**src/rtl/four_phase_pkg.sv**
```systemverilog
// Shared constants for four_phase_pipe: bit positions of the proto_err flags
// and the width helper for the tokens count.
package four_phase_pkg;

  localparam int ERR_REQ_DROP      = 0;
  localparam int ERR_DATA_UNSTABLE = 1;
  localparam int ERR_ACK_EARLY     = 2;
  localparam int ERR_ACK_DROP      = 3;

  // Enough bits to count 0..depth occupied stages.
  function automatic int tokens_width(input int depth);
    return $clog2(depth + 1);
  endfunction

endpackage

```
**src/rtl/four_phase_pipe_c_element_reg.sv**
```systemverilog
// Registered Muller C-element: follows f when f disagrees with b, otherwise
// holds. The caller feeds b from the next stage, which gives the inverted ack.
module c_element_reg (
  input  logic clk,
  input  logic rst,
  input  logic f,
  input  logic b,
  output logic c
);

  logic c_q;
  logic c_d;

  always_comb begin
    c_d = c_q;
    if (f == ~b) c_d = f;
  end

  always_ff @(posedge clk or posedge rst) begin
    if (rst) c_q <= 1'b0;
    else     c_q <= c_d;
  end

  assign c = c_q;

endmodule

```
**src/rtl/four_phase_pipe.sv**
```systemverilog
// Clocked DEPTH-stage four-phase bundled-data micropipeline.
// Optional protocol checker: define FOUR_PHASE_PIPE_PROTO_CHECK_EN.
module four_phase_pipe
  import four_phase_pkg::*;
#(
  parameter int DEPTH = 3,
  parameter int WIDTH = 16
) (
  input  logic                           clk,
  input  logic                           rst,
  input  logic                           in_req,
  input  logic [WIDTH-1:0]               in_data,
  output logic                           in_ack,
  output logic                           out_req,
  output logic [WIDTH-1:0]               out_data,
  input  logic                           out_ack,
  output logic [tokens_width(DEPTH)-1:0] tokens,
  output logic [3:0]                     proto_err
);

  localparam int TW = tokens_width(DEPTH);

  // Handshake: both ends are four-phase. A side raises req with data stable,
  // the other side raises ack, req returns to 0, then ack returns to 0.
  logic [DEPTH-1:0] c;
  logic [DEPTH-1:0] f;
  logic [DEPTH-1:0] b;
  logic [DEPTH-1:0] ld;
  logic [WIDTH-1:0] d_q [DEPTH];
  logic [WIDTH-1:0] d_d [DEPTH];
  logic [TW-1:0]    tok_sum;

  assign f  = {c[DEPTH-2:0], in_req};
  assign b  = {out_ack, c[DEPTH-1:1]};
  assign ld = ~c & f & ~b;  // edges on which c[i] will go 0->1

  for (genvar i = 0; i < DEPTH; i++) begin : g_stage
    c_element_reg u_c (
      .clk (clk),
      .rst (rst),
      .f   (f[i]),
      .b   (b[i]),
      .c   (c[i])
    );
  end

  always_comb begin
    d_d[0] = ld[0] ? in_data : d_q[0];
    for (int i = 1; i < DEPTH; i++) begin
      d_d[i] = ld[i] ? d_q[i-1] : d_q[i];
    end
  end

  always_ff @(posedge clk or posedge rst) begin
    if (rst) begin
      for (int i = 0; i < DEPTH; i++) d_q[i] <= '0;
    end else begin
      for (int i = 0; i < DEPTH; i++) d_q[i] <= d_d[i];
    end
  end

  // A stage holds an unreleased datum while its successor has not yet taken it.
  always_comb begin
    tok_sum = '0;
    for (int i = 0; i < DEPTH; i++) begin
      tok_sum = tok_sum + TW'(c[i] & ~b[i]);
    end
  end

  assign in_ack   = c[0];
  assign out_req  = c[DEPTH-1];
  assign out_data = d_q[DEPTH-1];
  assign tokens   = tok_sum;

`ifdef FOUR_PHASE_PIPE_PROTO_CHECK_EN
  logic             req_in_q;
  logic             ack_out_q;
  logic [WIDTH-1:0] data_in_q;
  logic [3:0]       err_q;
  logic [3:0]       err_d;

  // Each rule compares this edge's inputs with those sampled on the previous edge.
  always_comb begin
    err_d = err_q;
    if (req_in_q && !in_req && !c[0])
      err_d[ERR_REQ_DROP] = 1'b1;
    if (req_in_q && in_req && !c[0] && (in_data != data_in_q))
      err_d[ERR_DATA_UNSTABLE] = 1'b1;
    if (!ack_out_q && out_ack && !c[DEPTH-1])
      err_d[ERR_ACK_EARLY] = 1'b1;
    if (ack_out_q && !out_ack && c[DEPTH-1])
      err_d[ERR_ACK_DROP] = 1'b1;
  end

  always_ff @(posedge clk or posedge rst) begin
    if (rst) begin
      req_in_q  <= 1'b0;
      ack_out_q <= 1'b0;
      data_in_q <= '0;
      err_q     <= 4'b0;
    end else begin
      req_in_q  <= in_req;
      ack_out_q <= out_ack;
      data_in_q <= in_data;
      err_q     <= err_d;
    end
  end

  assign proto_err = err_q;
`else
  assign proto_err = 4'b0;
`endif

endmodule
```
**config.mk**
```make
export PLATFORM = sky130hd
export DESIGN_NAME = four_phase_pipe
export DESIGN_NICKNAME = d
export VERILOG_FILES = /design/src/rtl/four_phase_pkg.sv /design/src/rtl/four_phase_pipe_c_element_reg.sv /design/src/rtl/four_phase_pipe.sv
export SDC_FILE = /design/constraint.sdc
export NUM_CORES = 1
export LEC_CHECK = 0
export CAP_MARGIN = 10
export CORE_ASPECT_RATIO = 0.8
export CORE_MARGIN = 1
export CORE_UTILIZATION = 30
export CTS_BUF_LIST = sky130_fd_sc_hd__clkbuf_8 sky130_fd_sc_hd__clkbuf_16
export CTS_CLUSTER_DIAMETER = 200
export CTS_CLUSTER_SIZE = 8
export DETAILED_ROUTE_END_ITERATION = 7
export PLACE_DENSITY = 0.62
export SLEW_MARGIN = 20
export SYNTH_ARGS = -nofsm -noshare
export SYNTH_HDL_FRONTEND = slang
export SYNTH_SLANG_ARGS = --single-unit
```
**constraint.sdc**
```tcl
create_clock -name clk -period 2.95 [get_ports clk]
set_input_delay 0.295 -clock clk [delete_from_list [all_inputs] [get_ports clk]]
set_output_delay 0.295 -clock clk [all_outputs]
set_load 0.1 [all_outputs]
```
======== After elaboration in Yosys (flattened, before gate mapping) ========
Cells that the tools add are included.
word-level totals
  register bits ........................... 51
  input bits .............................. 20
  logic and storage cells ................. 24
cells by class
  add/sub/neg operators ................... 2
  eq/ne operators ......................... 3
  bitwise logic cells ..................... 13
operators with widths
  kind                 number
  AND 1 x 2 -> 2 bit   3
  AND 3 bit            2
  inverter 1 -> 2 bit  3
  inverter 3 bit       2
  adder 2 bit          2
  equality test 1 bit  3
  inverter 1 bit       3

======== Depth between registers and ports, before layout ========
  depth in word-level cells ............... 4
  mapped depth ............................ 5
  mapped depth without buffers ............ 3

======== Cells and area by module ========
A second synthesis with hierarchy kept.
second synthesis, totals
  cell total of the unflattened synthesis .. 141
  area total of the unflattened synthesis .. 2142.1 um^2
by module, submodules not included
  module           times used  seq. area each (um^2)  cells each  area each (um^2)
  four_phase_pipe  1           1201.2                 129         2010.7
  c_element_reg    3           25.0                   4           43.8

======== Least setup slack after synthesis ========
OpenSTA, ideal clock, no wires.
  kind .................................... register to output
  from .................................... register g_stage[2].u_c.c_q
  to ...................................... output tokens[1]
  data required time ...................... 2.655 ns
  slack ................................... 0.229 ns
  arrival time ............................ 2.426 ns
  stages on the path, launching flop included .. 5
  path buffers ............................ 2
  cell sequence ........................... dfrtp_1 buf_2 mux2i_1 ha_1 clkbuf_1
on the way
  longest elaborated chain between the ends .. 4
ends and longest elaborated chain
  element                 line                                 RTL
  start, declared         four_phase_pipe_c_element_reg.sv:11  logic c_q;
  start signal, assigned  four_phase_pipe_c_element_reg.sv:20  if (rst) c_q <= 1'b0;
  start signal, assigned  four_phase_pipe_c_element_reg.sv:21  else c_q <= c_d;
  inverter 1 -> 2 bit     four_phase_pipe.sv:66                tok_sum = tok_sum + TW'(c[i] & ~b[i]);
  AND 1 x 2 -> 2 bit      four_phase_pipe.sv:66
  adder 2 bit             four_phase_pipe.sv:66
  adder 2 bit (*)         four_phase_pipe.sv:66
  end, declared           four_phase_pipe.sv:17                output logic [tokens_width(DEPTH)-1:0] tokens,
Every way passes the cells marked *; elsewhere a longest branch is shown, timed or not.

======== Final worst setup path ========
  from .................................... register g_stage[1].u_c.c_q
  to ...................................... output tokens[0]
on the way
  longest elaborated chain between the ends .. 4
ends and longest elaborated chain
  element                       line
  start, declared               four_phase_pipe_c_element_reg.sv:11
  start signal, assigned        four_phase_pipe_c_element_reg.sv:20
  start signal, assigned        four_phase_pipe_c_element_reg.sv:21
  inverter 1 -> 2 bit           four_phase_pipe.sv:66
  AND 1 x 2 -> 2 bit            four_phase_pipe.sv:66
  adder 2 bit (*) (2 in a row)  four_phase_pipe.sv:66
Marked as above.

==> flow_metrics.env <==
export IMPL_critPathMaxStageDelay_ns=0.58
export IMPL_crit_arrival_ns=1.64
export IMPL_diodes=0
export IMPL_core_area_um2=6892
export IMPL_post_cts_buffers=0
export IMPL_path_clk_slew_ns=0.10
export IMPL_rsz0062_at_grt="no"
export IMPL_cts_max_level=2
export IMPL_placementRows=27
export IMPL_hold_viol=0
export IMPL_die_h_um=77.69
export IMPL_crit_buf_inv=2
export IMPL_cts_sinks=51
export IMPL_path_delay_family="flip-flops"
export IMPL_slowest_stage="dfrtp_1"
export IMPL_drc=0
export IMPL_grt_antenna_before_repair=0
export IMPL_area_delta_synth_final_pct=18.17
export IMPL_max_clock_path_buffers=2
export IMPL_layout_commonest_cell="dfrtp_1"
export IMPL_ctsRootBufferMaster="clkbuf_8"
export IMPL_crit_type="reg -> out"
export IMPL_wl_per_cell_um=13.31
export IMPL_gp_congestion=0.6333
export IMPL_cts_buffers=5
export IMPL_grt_overflow=0
export IMPL_clock_skew_ns=0.006515
export IMPL_yosysSeqAreaShare_pct=59.41
export IMPL_yosysUniqueCellTypes=16
export IMPL_layout_common_cells="51 x dfrtp_1, 48 x mux2_2, 25 x buf_4"
export IMPL_fmax_mhz=518.0
export IMPL_synthFlopType="dfrtp_1"
export IMPL_grt_pass1_wl_mm=5.595
export IMPL_cap_viol_max_count=0
export IMPL_cp_max_fo=9
export IMPL_syn_inst=141
export IMPL_first_global_vias=1089
export IMPL_worstMarginPinSlew_ns=0.6679
export IMPL_antenna_left=0
export IMPL_die_area_um2=7506
export IMPL_crit_path_start_kind="flip-flop"
export IMPL_io_buffer_count=39
export IMPL_critPathRequiredTime_ns=2.65
export IMPL_drt_total_wl_mm=3.420
export IMPL_hpwl_mm=2.371
export IMPL_grt_usage_pct=9.778
export IMPL_min_period_over_period_pct=65.44
export IMPL_ys_seq_elements=51
export IMPL_vias=1101
export IMPL_crit_path_end_kind="output port"
export IMPL_synth_area_um2=2148
export IMPL_cts_resized=0
export IMPL_drt_iter0_drc=21
export IMPL_syn_avg_cell_area_um2=15.24
export IMPL_async_reset_ff_share_pct=100.0
export IMPL_ys_warn_count=0
export IMPL_path_cells="inv_1 -> mux2i_1 -> ha_1 -> buf_4"
export IMPL_maxSlewViolCount=0
export IMPL_ctsHoldBuffers=0
export IMPL_synth_edf_count=0
export IMPL_layout_drive_gt1_share_pct=50.00
export IMPL_min_period_ns=1.931
export IMPL_relSlewSlack_pct=55.41
export IMPL_insertion_delay_ns=0.30
export IMPL_io_pins=44
export IMPL_die_width_um=96.61
export IMPL_grt_max_degree=34
export IMPL_nets=190
export IMPL_outcome="completed"
export IMPL_initial_utilization_pct=31.17
export IMPL_cts_tree="yes"
export IMPL_first_pass_iters=4
export IMPL_tns_ns=0
export IMPL_hold_path_class="in -> async"
export IMPL_via_per_inst=4.284
export IMPL_setup_viol=0
-- state kept, by name, indices dropped and copies added (netlist names) --
register and cells:
d_q 32, out_data 16, g_stage.u_c.c 3
-- routing by layer --
metal / wire length, µm / global-route usage, % / up-vias / part of all wire, %
li1: - / - / 513 / -
met1: 1686 / 13.51 / 554 / 49
met2: 1522 / 14.15 / 27 / 45
met3: 164 / 3.333 / 7 / 4.8
met4: 46 / 3.582 / 0 / 1.3
met5: 0 / 0 / - / 0
-- stage by stage --
stage,cell area (µm²),worst slack [ns],utilization (%),hold WS (ns),instances
2_1_floorplan,2160,0.2294,-,0.4027,144
3_3_place_gp,2446,0.9913,35.49,0.4859,249
3_5_place_dp,2446,0.9457,35.49,0.4897,249
4_1_cts,2539,0.9794,36.84,0.4319,257
5_1_grt,2539,0.9212,36.84,0.4535,257
6_report,2539,1.019,36.84,0.4050,257
-- cell type report --
| cell class | instances | area, µm² |
|---|---|---|
| Sequential cell | 51 | 1276 |
| Inverter | 2 | 7.507 |
| Clock inverter | 3 | 23.77 |
| Tap cell | 87 | 108.9 |
| Timing Repair Buffer | 44 | 377.9 |
| Fill cell | 677 | 4353 |
| Multi-Input combinational cell | 65 | 675.6 |
| Clock buffer | 5 | 68.82 |
-- cell usage after synthesis, types with 2 or more instances --
| library cell | number | area, µm² |
|---|---|---|
| nor3b_4 | 3 | 56.30 |
| mux2_2 | 48 | 540.5 |
| nor2_1 | 2 | 7.510 |
| o21ai_0 | 2 | 10.01 |
| buf_4 | 21 | 157.7 |
| nand2_1 | 2 | 7.510 |
| buf_6 | 3 | 33.78 |
| dfrtp_1 | 51 | 1276 |
| inv_1 | 2 | 7.510 |
-- final timing paths --
kind | from | endpoint | slack, ns | cells past startpoint
worst max-delay path | g_stage[1].u_c.c$_DFFE_PP0N_ | tokens[0] | 1.02 | 4
worst min-delay path | rst | d_q[38]$_DFFE_PP0P_ | 0.41 | 2
min in group clk | d_q[32]$_DFFE_PP0P_ | d_q[32]$_DFFE_PP0P_ | 0.51 | 1
worst max register to register | g_stage[0].u_c.c$_DFFE_PP0N_ | d_q[19]$_DFFE_PP0P_ | 1.14 | 3
max in group asynchronous | rst | d_q[45]$_DFFE_PP0P_ | 1.93 | 3
worst min register to register | d_q[32]$_DFFE_PP0P_ | d_q[32]$_DFFE_PP0P_ | 0.51 | 1
-- kinds of logic (layout without fill, tap and decap cells) --
kind of cell,after synthesis,in the layout,synth area share [%]
AO/OA/AOI/OAI,2,2,0.4659
adder cells (fa/ha/maj),2,2,1.048
buffers and inverters,28,54,9.668
flip-flops,51,51,59.41
multiplexers,49,49,25.63
other,1,4,0.1746
AND/OR/NAND/NOR,8,8,3.611
Power is not shown: default switching activity piles up to over one toggle a cycle in this logic, so the estimate is an artifact.
